==> config.mk <==
export PLATFORM = sky130hd
export DESIGN_NAME = viterbi_frame_ctrl
export DESIGN_NICKNAME = d
export VERILOG_FILES = /design/src/rtl/viterbi_ctrl_pkg.sv /design/src/rtl/viterbi_step_cnt.sv /design/src/rtl/viterbi_frame_ctrl.sv
export VERILOG_INCLUDE_DIRS = /design/src /design/src/rtl
export SDC_FILE = /design/constraint.sdc
export NUM_CORES = 1
export LEC_CHECK = 0
export CAP_MARGIN = 10
export CORE_AREA = 2 2 306 308
export DETAILED_ROUTE_END_ITERATION = 10
export DIE_AREA = 0 0 308 310
export PLACE_DENSITY_LB_ADDON = 0.08
export SLEW_MARGIN = 20
export SYNTH_ARGS = -nofsm -noshare
export SYNTH_HDL_FRONTEND = slang
export SYNTH_SLANG_ARGS = --single-unit
==> constraint.sdc <==
create_clock -name clk -period 2.2 [get_ports clk]
set_clock_uncertainty 0.1 [all_clocks]
set_input_delay 0.33 -clock clk [delete_from_list [all_inputs] [get_ports clk]]
set_output_delay 0.33 -clock clk [all_outputs]
set_load 0.01 [all_outputs]
==> src/rtl/param_def.sv <==
// Code-rate encodings shared by the Viterbi front end.
`ifndef PARAM_DEF_SV
`define PARAM_DEF_SV
`define CODE_RATE_2 1'b0
`define CODE_RATE_3 1'b1
`endif

==> src/rtl/viterbi_ctrl_pkg.sv <==
// Shared types and step-count helpers for the Viterbi frame controller.
`ifndef PARAM_DEF_SV
`include "param_def.sv"
`endif

package viterbi_ctrl_pkg;
    localparam int FRAME_W  = 384;
    localparam int STEPS_R2 = FRAME_W / 4;
    localparam int STEPS_R3 = FRAME_W / 6;
    localparam int CNT_W    = 7;

    typedef enum logic [2:0] {
        IDLE      = 3'd0,
        LOAD      = 3'd1,
        DECODE    = 3'd2,
        TRACEBACK = 3'd3,
        DONE      = 3'd4
    } ctrl_state_t;

    // Number of decode steps (symbol groups) in one frame at the given rate.
    function automatic logic [CNT_W-1:0] steps_for_rate(input logic rate,
                                                        input int r2,
                                                        input int r3);
        return (rate == `CODE_RATE_3) ? CNT_W'(r3) : CNT_W'(r2);
    endfunction
endpackage

==> src/rtl/viterbi_step_cnt.sv <==
// Loadable terminal-count counter: 'last' is high while the count equals
// the loaded limit.
module viterbi_step_cnt #(
    parameter int W = 7
) (
    input  logic         clk,
    input  logic         rst,
    input  logic         clr,
    input  logic         load,
    input  logic [W-1:0] limit,
    input  logic         en,
    output logic         last
);
    logic [W-1:0] cnt;
    logic [W-1:0] lim_q;

    // Terminal value is captured once per frame and held through decode.
    always_ff @(posedge clk or negedge rst) begin
        if (!rst)      lim_q <= '0;
        else if (load) lim_q <= limit;
    end

    // Step counter: cleared on frame accept, advances once per decode step.
    always_ff @(posedge clk or negedge rst) begin
        if (!rst)     cnt <= '0;
        else if (clr) cnt <= '0;
        else if (en)  cnt <= cnt + W'(1);
    end

    assign last = (cnt == lim_q);
endmodule

==> src/rtl/viterbi_frame_ctrl.sv <==
// Frame-level sequencer: accepts a frame, re-arms the slicer, enables one
// decode step per cycle for the rate-dependent step count, runs traceback
// and holds the result valid until downstream takes it.
`ifndef PARAM_DEF_SV
`include "param_def.sv"
`endif

import viterbi_ctrl_pkg::*;

module viterbi_frame_ctrl #(
    parameter int FRAME_W  = 384,
    parameter int STEPS_R2 = FRAME_W / 4,
    parameter int STEPS_R3 = FRAME_W / 6
) (
    input  logic               clk,
    input  logic               rst,
    input  logic               i_frame_valid,
    output logic               o_frame_ready,
    input  logic [FRAME_W-1:0] i_data_frame,
    input  logic               i_code_rate,
    output logic [FRAME_W-1:0] o_data_frame,
    output logic               o_code_rate,
    output logic               o_slice_rst,
    output logic               o_en_s,
    output logic               o_en_acs,
    input  logic               i_ood,
    output logic               o_en_tb,
    input  logic               i_tb_done,
    output logic               o_out_valid,
    input  logic               i_out_ready,
    output logic               o_err
);
    ctrl_state_t      state;
    logic             accept;
    logic             step_last;
    logic [CNT_W-1:0] limit;

    assign accept = (state == IDLE) && i_frame_valid;

    // Terminal count is N-1 so DECODE spans exactly N cycles.
    assign limit = steps_for_rate(o_code_rate, STEPS_R2, STEPS_R3) - CNT_W'(1);

    viterbi_step_cnt #(.W(CNT_W)) u_step_cnt (
        .clk   (clk),
        .rst   (rst),
        .clr   (accept),
        .load  (state == LOAD),
        .limit (limit),
        .en    (state == DECODE),
        .last  (step_last)
    );

    // Sequencer FSM plus the frame/rate buffer and sticky error flag.
    always_ff @(posedge clk or negedge rst) begin
        if (!rst) begin
            state        <= IDLE;
            o_data_frame <= '0;
            o_code_rate  <= `CODE_RATE_2;
            o_err        <= 1'b0;
        end else begin
            case (state)
                IDLE: if (i_frame_valid) begin
                    o_data_frame <= i_data_frame;
                    o_code_rate  <= i_code_rate;
                    o_err        <= 1'b0;
                    state        <= LOAD;
                end
                LOAD: state <= DECODE;
                DECODE: begin
                    // Slicer end-of-frame must coincide with the last step;
                    // an early flag is recorded but never shortens decode.
                    if (i_ood != step_last) o_err <= 1'b1;
                    if (step_last)          state <= TRACEBACK;
                end
                TRACEBACK: if (i_tb_done)   state <= DONE;
                DONE:      if (i_out_ready) state <= IDLE;
                default: state <= IDLE;
            endcase
        end
    end

    // Slicer re-arm is low in reset and for the single LOAD cycle.
    assign o_slice_rst   = rst & (state != LOAD);
    assign o_frame_ready = (state == IDLE);
    assign o_en_s        = (state == DECODE);
    assign o_en_acs      = (state == DECODE);
    assign o_en_tb       = (state == TRACEBACK);
    assign o_out_valid   = (state == DONE);
endmodule

==> reports/metrics.yaml, run 1 <==
grt_pass1_vias: 14700
power.switching_w: 0.0134
die_x_um: 308
worstHoldStart: "i_data_frame[358]"
wl_um: 67100
grt_pass1_wl_um: 96800
path_cells: "buf_4 -> nor3_2 -> buf_4 -> buf_6"
dpl.hpwl_um: 49500
synth-edff-count: 0
worst_pin_slew_ns: 1.05
cts_tree: "yes"
clk_pin_slew_ns: 0.07
synth-xor-area-share: 0.00519
synth_fp_nets: 2089
synthMostInstantiatedCell: "nand2_1"
num_rows: 112
start_util: 0.164
hold_class: "in2reg"
cpMostUsedCell: "buf_4"
power.density_mw_per_mm2: 1410
period_share: 0.952
grt_max_degree: 162
end_kind: "primary output"
synth_cells: 1697
detail-route-antenna-nets: 0
tns_ns: 0
drv_slew: 0
cpMaxStageDelayCell: "dfrtp_2"
core_mm2: 0.0925
synthTopCellsByCount: "1162 x nand2_1, 399 x dfrtp_1, 48 x buf_2"
synth.top_cell.area_share: 0.658
viasPerCell: 3.70
seq_power_share: 0.335
worstPathRequired_ns: 1.77
drive_gt1_frac: 0.0636
max_cap_viol_count: 0
min_period_ns: 2.09
status: "complete, no violations"
yosys_warnings: 0
cts_sinks: 399
final-hold-violation-count: 0
grt_overflow_total: 0
cp-start-kind: "flop"
arrival_ns: 1.66
yosysSeqAreaShare: 0.658
synth_fa_ha_area_frac: 0.000824
yosys.area.top_type: "dfrtp_1"
die_h_um: 310
drc: 0
setup_viol: 0
cp_max_fo: 5
drtIter0Drc: 652
fmax_mhz: 478
synth-simple-area-share: 0.297
cpLargestDelayFamily: "flip-flops"
ys_types: 27
ys_async_sr_fraction: 1.00
route.vias.total: 13900
timing.rr.start: "state[1]"
critPathKind: "reg2out"
p_sw_frac: 0.356
synth_mux_area_frac: 0.00140
grt_usage: 0.136
cts-root-buf: "clkbuf_16"
cts_buffers: 53
antenna_found_initial: 23
final_cells: 3758
avgSynthCellArea_um2: 8.94
fin_ws_ns: 0.106
insertion_delay_ns: 0.64
power_frac_clock: 0.228
path_buf_inv: 3
area_growth_pct: 74.9
pin_count: 783
leakagePower_nw: 12.7
portBuffers: 782
detail_route.wl_per_cell_um: 17.8
place_ws_ns: 0.136
htreeDepth: 2
crit_start: "state[1]"
cts_max_path_buffers: 3
slowest_delay_ns: 0.43
synth_compound_area_frac: 0.00379
synth_top_family_by_area: "simple AND/OR/NAND/NOR gates"
comb_power_share: 0.438
dpl.cell_count: 3638
synthTopCellsByArea: "dfrtp_1 66%, nand2_1 29%, buf_2 1.6%, buf_4 1.6%, xor2_1 0.40%"
drt-pass1-iter-count: 5
slew_headroom: 0.297
vdd_drop_max_v: 0.000595
rsz0062_at_grt: "yes"
dieArea_mm2: 0.0955
synth-main-ff-cell: "dfrtp_1"
p_int_w: 0.0242
gp_congestion: 0.755
synth-seq-cells: 399
netlist_area_mm2: 0.0152
final_nets: 2899
## registers in the layout, indices dropped and copies added, names as in the netlist
name              flops
u_step_cnt.cnt        7
state                 3
o_err                 1
o_data_frame        384
o_code_rate           1
u_step_cnt.lim_q      3
## final cells by class
type | instances | area [um2]
diodes | 14 | 35.0
clock buffers | 79 | 1570
clock inverters | 16 | 120
fillers | 9739 | 65900
inverters | 1 | 3.75
multi-input cells | 1209 | 4700
flip-flops and latches | 399 | 9990
well taps | 1197 | 1500
repair buffers | 843 | 8630
## power by group through the flow
| stage | Clock (W) | Combinational, W | Sequential, W |
|---|---|---|---|
| after floorplan | 0 | 0.00464 | 0.0141 |
| after global placement | 0 | 0.0167 | 0.0126 |
| after detailed placement | 0 | 0.0167 | 0.0127 |
| after CTS | 0.00900 | 0.0169 | 0.0126 |
| after global routing | 0.00930 | 0.0181 | 0.0131 |
| final | 0.00855 | 0.0164 | 0.0126 |
## cell usage in the layout, fill, tap and decap left out, types with 7 or more instances in the layout
cell                n
clkbuf_16          53
buf_12             25
dfrtp_1           396
clkbuf_8           15
clkinv_2            8
nand2_1          1161
clkbuf_1           11
clkdlybuf4s50_1   774
diode_2            14
buf_4              33
nor2_1             11
xor2_1              7
## stage by stage
stage | power, W | instance area [um2] | util | hold WS, ns
3_3_place_gp | 0.0293 | 24700 | 0.267 | 0.356
6_report | 0.0376 | 26500 | 0.287 | 0.114
4_1_cts | 0.0385 | 26500 | 0.286 | 0.0360
5_1_grt | 0.0405 | 26500 | 0.287 | 0.0776
2_1_floorplan | 0.0187 | 15200 | - | -0.0656
3_5_place_dp | 0.0293 | 24700 | 0.267 | 0.361
## what timing repair did
| action | in CTS | in global routing |
|---|---|---|
| setup endpoints to repair | 7 | 4 |
| endpoints found under the hold margin | 399 | 0 |
| setup buffers | 8 | 1 |
| pin swaps | 1 | 0 |
| gates resized for setup | 35 | 2 |
| gates cloned | 0 | 0 |
| hold buffers | 1 | 0 |
## worst paths after layout
| path | end | cells after the start | slack (ns) |
|---|---|---|---|
| max in group asynchronous | o_data_frame[362] | 4 | 0.70 |
| max reg2reg | o_data_frame[80] | 8 | 0.18 |
| max | o_frame_ready | 4 | 0.11 |
| min in group asynchronous | u_step_cnt.cnt[1] | 3 | 0.32 |
| min reg2reg | o_data_frame[60] | 2 | 0.37 |
| min | o_data_frame[358] | 3 | 0.11 |
## worst min-delay path: stages
cell and delay, ns:
clkdlybuf4s50_1 0.40, nand2_1 0.05, nand2_1 0.04
## cell families after synthesis
| family | Yosys count |
|---|---|
| simple gates | 1189 |
| buf+inv | 89 |
| flops | 399 |
| mux | 2 |
| compound gates | 8 |
| fa+ha+maj | 1 |
| xor+xnor | 9 |
## per-layer routing
| layer | global-route usage | vias to the layer above | part of all wire |
|---|---|---|---|
| li1 | - | 6759 | - |
| met1 | 0.142 | 6491 | 0.36 |
| met5 | 0 | - | 0.0022 |
| met2 | 0.233 | 540 | 0.49 |
| met4 | 0.0506 | 24 | 0.027 |
| met3 | 0.0708 | 107 | 0.12 |
(Power assumes the default switching activity.)
==> run 2, diff against run 1 <==
--- a/config.mk
+++ b/config.mk
@@ -11,7 +11,6 @@
 export DETAILED_ROUTE_END_ITERATION = 10
 export DIE_AREA = 0 0 308 310
 export PLACE_DENSITY_LB_ADDON = 0.08
-export SLEW_MARGIN = 20
 export SYNTH_ARGS = -nofsm -noshare
 export SYNTH_HDL_FRONTEND = slang
 export SYNTH_SLANG_ARGS = --single-unit
==> reports/metrics.yaml, run 2 (synthesis gave the netlist of run 1 again) <==
period_share: 0.951  # was 0.952
rsz0062_at_grt: "yes"  # unchanged
cts_max_path_buffers: 3  # unchanged
pin_count: 783  # unchanged
core_mm2: 0.0925  # unchanged
end_kind: "primary output"  # unchanged
status: "complete, no violations"  # unchanged
drtIter0Drc: 640  # was 652
detail-route-antenna-nets: 0  # unchanged
clk_pin_slew_ns: 0.07  # about the same
largest-register: "o_data_frame"  # unchanged
slew_headroom: 0.315  # was 0.297
die_x_um: 308  # unchanged
drc: 0  # unchanged
wl_um: 67100  # about the same
start_util: 0.164  # unchanged
portBuffers: 782  # unchanged
dpl.hpwl_um: 49500  # unchanged
grt_pass1_wl_um: 96800  # unchanged
min_path_cells: 3  # unchanged
holdWs_ns: 0.114  # about the same
grt_usage: 0.136  # unchanged
worstPathRequired_ns: 1.77  # about the same
worst_pin_slew_ns: 1.03  # was 1.05 ns
cp-start-kind: "flop"  # unchanged
drt-pass1-iter-count: 5  # unchanged
largest_reg_flops: 384  # unchanged
drive_gt1_frac: 0.0632  # was 0.0636
final_cell_mix: "1161 x nand2_1, 774 x clkdlybuf4s50_1, 396 x dfrtp_1"  # unchanged
reg_top3: "o_data_frame x384, u_step_cnt.cnt x7"  # unchanged
grt_pass1_vias: 14700  # unchanged
setup_viol: 0  # unchanged
vdd_drop_max_v: 0.000595  # about the same
area_growth_pct: 74.7  # was 74.9%
grt_overflow_total: 0  # unchanged
power.density_mw_per_mm2: 1420  # was 1410 mW/mm2
layout_commonest_cell: "nand2_1"  # unchanged
fmax_mhz: 478  # about the same
max_cap_viol_count: 0  # unchanged
arrival_ns: 1.66  # about the same
dieArea_mm2: 0.0955  # unchanged
die_h_um: 310  # unchanged
min_period_ns: 2.09  # about the same
cts_tree: "yes"  # unchanged
final_nets: 2898  # was 2899
rr_worst_depth: 8  # unchanged
insertion_delay_ns: 0.64  # about the same
cp_max_fo: 5  # unchanged
cts_sinks: 399  # unchanged
cts_buffers: 53  # unchanged
fin_util: 0.287  # about the same
gp_congestion: 0.755  # unchanged
num_rows: 112  # unchanged
leakagePower_nw: 12.7  # about the same
detail_route.wl_per_cell_um: 17.9  # was 17.8 um
nFillCells: 9741  # was 9739
grt_max_degree: 162  # unchanged
route.vias.total: 13900  # about the same
htreeDepth: 2  # unchanged
final-hold-violation-count: 0  # unchanged
hold_class: "in2reg"  # unchanged
critPathKind: "reg2out"  # unchanged
final_cells: 3756  # was 3758
cts-root-buf: "clkbuf_16"  # unchanged
drv_slew: 0  # unchanged
viasPerCell: 3.70  # about the same
dpl.cell_count: 3638  # unchanged
antenna_found_initial: 23  # unchanged
run 2: per-layer routing:
metal	routed length, um	part of all wire	GRT usage	up-vias
li1	-	-	-	6755
met4	1840	0.027	0.0506	24
met3	7840	0.12	0.0708	107
met1	24200	0.36	0.142	6478
met5	145	0.0022	0	-
met2	33100	0.49	0.233	532
run 2: power breakdown:
group	total (W)	internal (W)	switching (W)
clock network	0.00855	0.00494	0.00361
logic	0.0164	0.00852	0.00790
registers	0.0126	0.0107	0.00184
run 2: layout make-up:
type / instances / area [um2] / area share
multi-input cells: 1209 / 4700 / 0.177
clock buffers: 79 / 1570 / 0.0594
repair buffers: 842 / 8600 / 0.324
flip-flops and latches: 399 / 9990 / 0.377
inverters: 1 / 3.75 / 0.000142
clock inverters: 16 / 120 / 0.00453
well taps: 1197 / 1500 / 0.0565
diodes: 13 / 32.5 / 0.00123
run 2: stage by stage:
step / worst slack [ns] / area [um2] / setup TNS (ns) / power, W
after floorplan: 0.402 / 15200 / 0 / 0.0187
after detailed placement: 0.136 / 24700 / 0 / 0.0293
final: 0.107 / 26500 / 0 / 0.0375
after CTS: 0.000501 / 26500 / 0 / 0.0385
after global placement: 0.152 / 24700 / 0 / 0.0293
after global routing: -0.000563 / 26500 / -0.000563 / 0.0404
run 2: worst max-delay path, cell delays in order, from the launching register on:
cell	delay, ns
dfrtp_2	0.43
buf_4	0.15
nor3_2	0.17
buf_4	0.16
buf_6	0.12
run 2: repair_timing:
item,CTS,global route
endpoints found under the hold margin,399,0
hold buffers,1,0
gates resized for setup,35,2
setup buffers,8,1
setup endpoints to repair,7,4
pin swaps,1,0
run 2: worst paths after layout:
path                                     end              start  slack, ns
setup / recovery               o_frame_ready           state[1]       0.11
hold / removal             o_data_frame[358]  i_data_frame[358]       0.11
setup reg to reg            o_data_frame[87]           state[1]       0.18
hold reg to reg             o_data_frame[60]   o_data_frame[60]       0.37
max in group asynchronous   o_data_frame[76]                rst       0.70
min in group asynchronous  o_data_frame[255]                rst       0.40
==> run 3, diff against run 2 <==
--- a/config.mk
+++ b/config.mk
@@ -7,10 +7,12 @@
 export NUM_CORES = 1
 export LEC_CHECK = 0
 export CAP_MARGIN = 10
-export CORE_AREA = 2 2 306 308
+export CORE_AREA = 2 2 308 310
+export CTS_CLUSTER_SIZE = 16
 export DETAILED_ROUTE_END_ITERATION = 10
-export DIE_AREA = 0 0 308 310
+export DIE_AREA = 0 0 310 312
 export PLACE_DENSITY_LB_ADDON = 0.08
 export SYNTH_ARGS = -nofsm -noshare
 export SYNTH_HDL_FRONTEND = slang
+export SYNTH_HIERARCHICAL = 1
 export SYNTH_SLANG_ARGS = --single-unit
==> reports/metrics.yaml, run 3 <==
status: "complete, no violations"  # unchanged
period_share: 0.956  # was 0.951
setup_viol: 0  # unchanged
yosys_warnings: 6  # was 0
grt_usage: 0.119  # was 0.136
slowest_delay_ns: 0.62  # was 0.43 ns
largest_reg_flops: 384  # unchanged
vdd_drop_max_v: 0.000586  # was 0.000595 V
rsz0062_at_grt: "yes"  # unchanged
power.density_mw_per_mm2: 1460  # was 1420 mW/mm2
min_period_ns: 2.10  # was 2.09 ns
cpLargestDelayFamily: "simple AND/OR/NAND/NOR gates"  # was flip-flops
pin_count: 783  # unchanged
worstPathRequired_ns: 2.58  # was 1.77 ns
wl_um: 59100  # was 67100 um
dieArea_mm2: 0.0967  # was 0.0955 mm2
leakagePower_nw: 10.7  # was 12.7 nW
grt_overflow_total: 0  # unchanged
synth-edff-count: 0  # unchanged
route.vias.total: 10700  # was 13900
synth.top_cell.area_share: 0.655  # was 0.658
cpMaxStageDelayCell: "or4b_4"  # was dfrtp_2
yosysSeqAreaShare: 0.655  # was 0.658
drive_gt1_frac: 0.127  # was 0.0632
synth-seq-cells: 403  # was 399
tns_ns: 0  # unchanged
drtIter0Drc: 247  # was 640
drc: 0  # unchanged
max_cap_viol_count: 0  # unchanged
dpl.hpwl_um: 45100  # was 49500 um
avgSynthCellArea_um2: 17.2  # was 8.94 um2
layout_commonest_cell: "clkdlybuf4s50_1"  # was nand2_1
slew_headroom: 0.547  # was 0.315
timing.rr.start: "state[2]"  # was state[1]
detail-route-antenna-nets: 0  # unchanged
arrival_ns: 2.49  # was 1.66 ns
gp_congestion: 0.726  # was 0.755
critPathKind: "reg2reg"  # was reg2out
path_cells: "or4b_4 -> inv_16 -> buf_12 -> mux2_1"  # was buf_4 -> nor3_2 -> buf_4 -> buf_6
synth_cells: 895  # was 1697
synthMostInstantiatedCell: "dfrtp_1"  # was nand2_1
cp-start-kind: "flop"  # unchanged
holdWs_ns: 0.206  # was 0.114 ns
cts-root-buf: "clkbuf_16"  # unchanged
worstHoldStart: "i_data_frame[233]"  # was i_data_frame[358]
htreeDepth: 2  # unchanged
min_path_cells: 2  # was 3
clk_pin_slew_ns: 0.06  # was 0.07 ns
final_cells: 3026  # was 3756
cts_buffers: 54  # was 53
num_rows: 112  # unchanged
grt_pass1_vias: 11700  # was 14700
ys_async_sr_fraction: 1.00  # unchanged
die_x_um: 310  # was 308 um
core_mm2: 0.0930  # was 0.0925 mm2
fmax_mhz: 475  # was 478 MHz
cts_sinks: 403  # was 399
nFillCells: 9611  # was 9741
drt-pass1-iter-count: 4  # was 5
hold_class: "in2reg"  # unchanged
drv_slew: 0  # unchanged
final_cell_mix: "775 x clkdlybuf4s50_1, 403 x dfrtp_1, 300 x mux2_1"  # was 1161 x nand2_1, 774 x clkdlybuf4s50_1, 396 x dfrtp_1
viasPerCell: 3.53  # was 3.70
path_buf_inv: 2  # was 3
reg_top3: "o_data_frame x384, u_step_cnt/cnt x7, u_step_cnt/lim_q x7"  # was o_data_frame x384, u_step_cnt.cnt x7
end_kind: "flop"  # was primary output
final_nets: 2120  # was 2898
cts_max_path_buffers: 3  # unchanged
portBuffers: 782  # unchanged
final-hold-violation-count: 0  # unchanged
worst_pin_slew_ns: 0.679  # was 1.03 ns
synthTopCellsByArea: "dfrtp_1 65%, mux2_1 22%, mux2_2 6.7%, buf_6 1.9%, buf_8 1.1%"  # was dfrtp_1 66%, nand2_1 29%, buf_2 1.6%, buf_4 1.6%, xor2_1 0.40%
grt_max_degree: 104  # was 162
area_growth_pct: 72.2  # was 74.7%
largest-register: "o_data_frame"  # unchanged
worstSetupPathDepth: 4  # unchanged
cts_tree: "yes"  # unchanged
synthTopCellsByCount: "403 x dfrtp_1, 300 x mux2_1, 92 x mux2_2"  # was 1162 x nand2_1, 399 x dfrtp_1, 48 x buf_2
insertion_delay_ns: 0.60  # was 0.64 ns
crit_start: "state[2]"  # was state[1]
grt_pass1_wl_um: 83700  # was 96800 um
ys_types: 36  # was 27
die_h_um: 312  # was 310 um
synth-main-ff-cell: "dfrtp_1"  # unchanged
dpl_cell_area_mm2: 0.0247  # about the same
start_util: 0.166  # was 0.164
detail_route.wl_per_cell_um: 19.5  # was 17.9 um
yosys.area.top_type: "dfrtp_1"  # unchanged
design_area_mm2: 0.0265  # about the same
dpl.cell_count: 2922  # was 3638
netlist_area_mm2: 0.0154  # was 0.0152 mm2
rr_worst_depth: 4  # was 8
antenna_found_initial: 13  # was 23
cp_max_fo: 35  # was 5
==> run 3: cell families (layout without fill, tap and decap cells) <==
group           count (synthesis)  in the layout  share of synthesized area
flops                         403            403                      0.655
mux                           393            393                      0.287
buf+inv                        50            917                     0.0366
simple gates                   27             27                     0.0101
xor+xnor                       12             12                    0.00682
compound gates                  8              8                    0.00341
fa+ha+maj                       1              1                   0.000812
other cells                     1             11                   0.000243
==> run 3: layer usage <==
| layer | part of all wire | GRT usage | vias to the layer above |
|---|---|---|---|
| met4 | 0.025 | 0.0444 | 12 |
| li1 | - | - | 4834 |
| met2 | 0.56 | 0.229 | 398 |
| met5 | 0.0016 | 0 | - |
| met3 | 0.092 | 0.0464 | 88 |
| met1 | 0.32 | 0.112 | 5360 |
==> run 3: final cells by class <==
| cell class | instances | area (um2) | area share |
|---|---|---|---|
| multi-input cells | 446 | 4800 | 0.181 |
| repair buffers | 819 | 8280 | 0.312 |
| clock buffers | 80 | 1620 | 0.0611 |
| clock inverters | 14 | 128 | 0.00481 |
| well taps | 1254 | 1570 | 0.0592 |
| flip-flops and latches | 403 | 10100 | 0.380 |
| diodes | 6 | 15.0 | 0.000566 |
| inverters | 4 | 31.3 | 0.00118 |
==> run 3: power by group <==
group | switching (W) | internal [W]
registers | 0.00185 | 0.0112
logic | 0.00683 | 0.0100
clock network | 0.00345 | 0.00527
==> run 3: through the flow <==
stage / total power, W / worst slack, ns / util
after floorplan: 0.0198 / 0.199 / -
after global placement: 0.0303 / -0.248 / 0.265
after detailed placement: 0.0304 / -0.279 / 0.265
after CTS: 0.0397 / -0.0114 / 0.285
after global routing: 0.0411 / -0.0112 / 0.285
final: 0.0387 / 0.0963 / 0.285
==> run 3: worst register-to-register path: cells and delay by family, from the launching register on <==
kind	cells	cell delay, ns
simple gates	1	0.62
buf+inv	2	0.46
mux	1	0.41
flops	1	0.39
==> run 3: what timing repair did <==
action                     CTS  global route
setup endpoints to repair    6             4
gates resized for setup     29             4
hold endpoints to repair    33             0
pin swaps                    1             1
setup buffers                3             0
hold buffers                 1             0
==> run 3: final timing paths <==
| check | slack [ns] | endpoint |
|---|---|---|
| max | 0.1 | o_data_frame[140] |
| min | 0.21 | o_data_frame[233] |
| max reg2reg | 0.1 | o_data_frame[140] |
| min reg2reg | 0.38 | o_data_frame[185] |
| max in group asynchronous | 0.76 | o_data_frame[264] |
| min in group asynchronous | 0.33 | o_data_frame[343] |
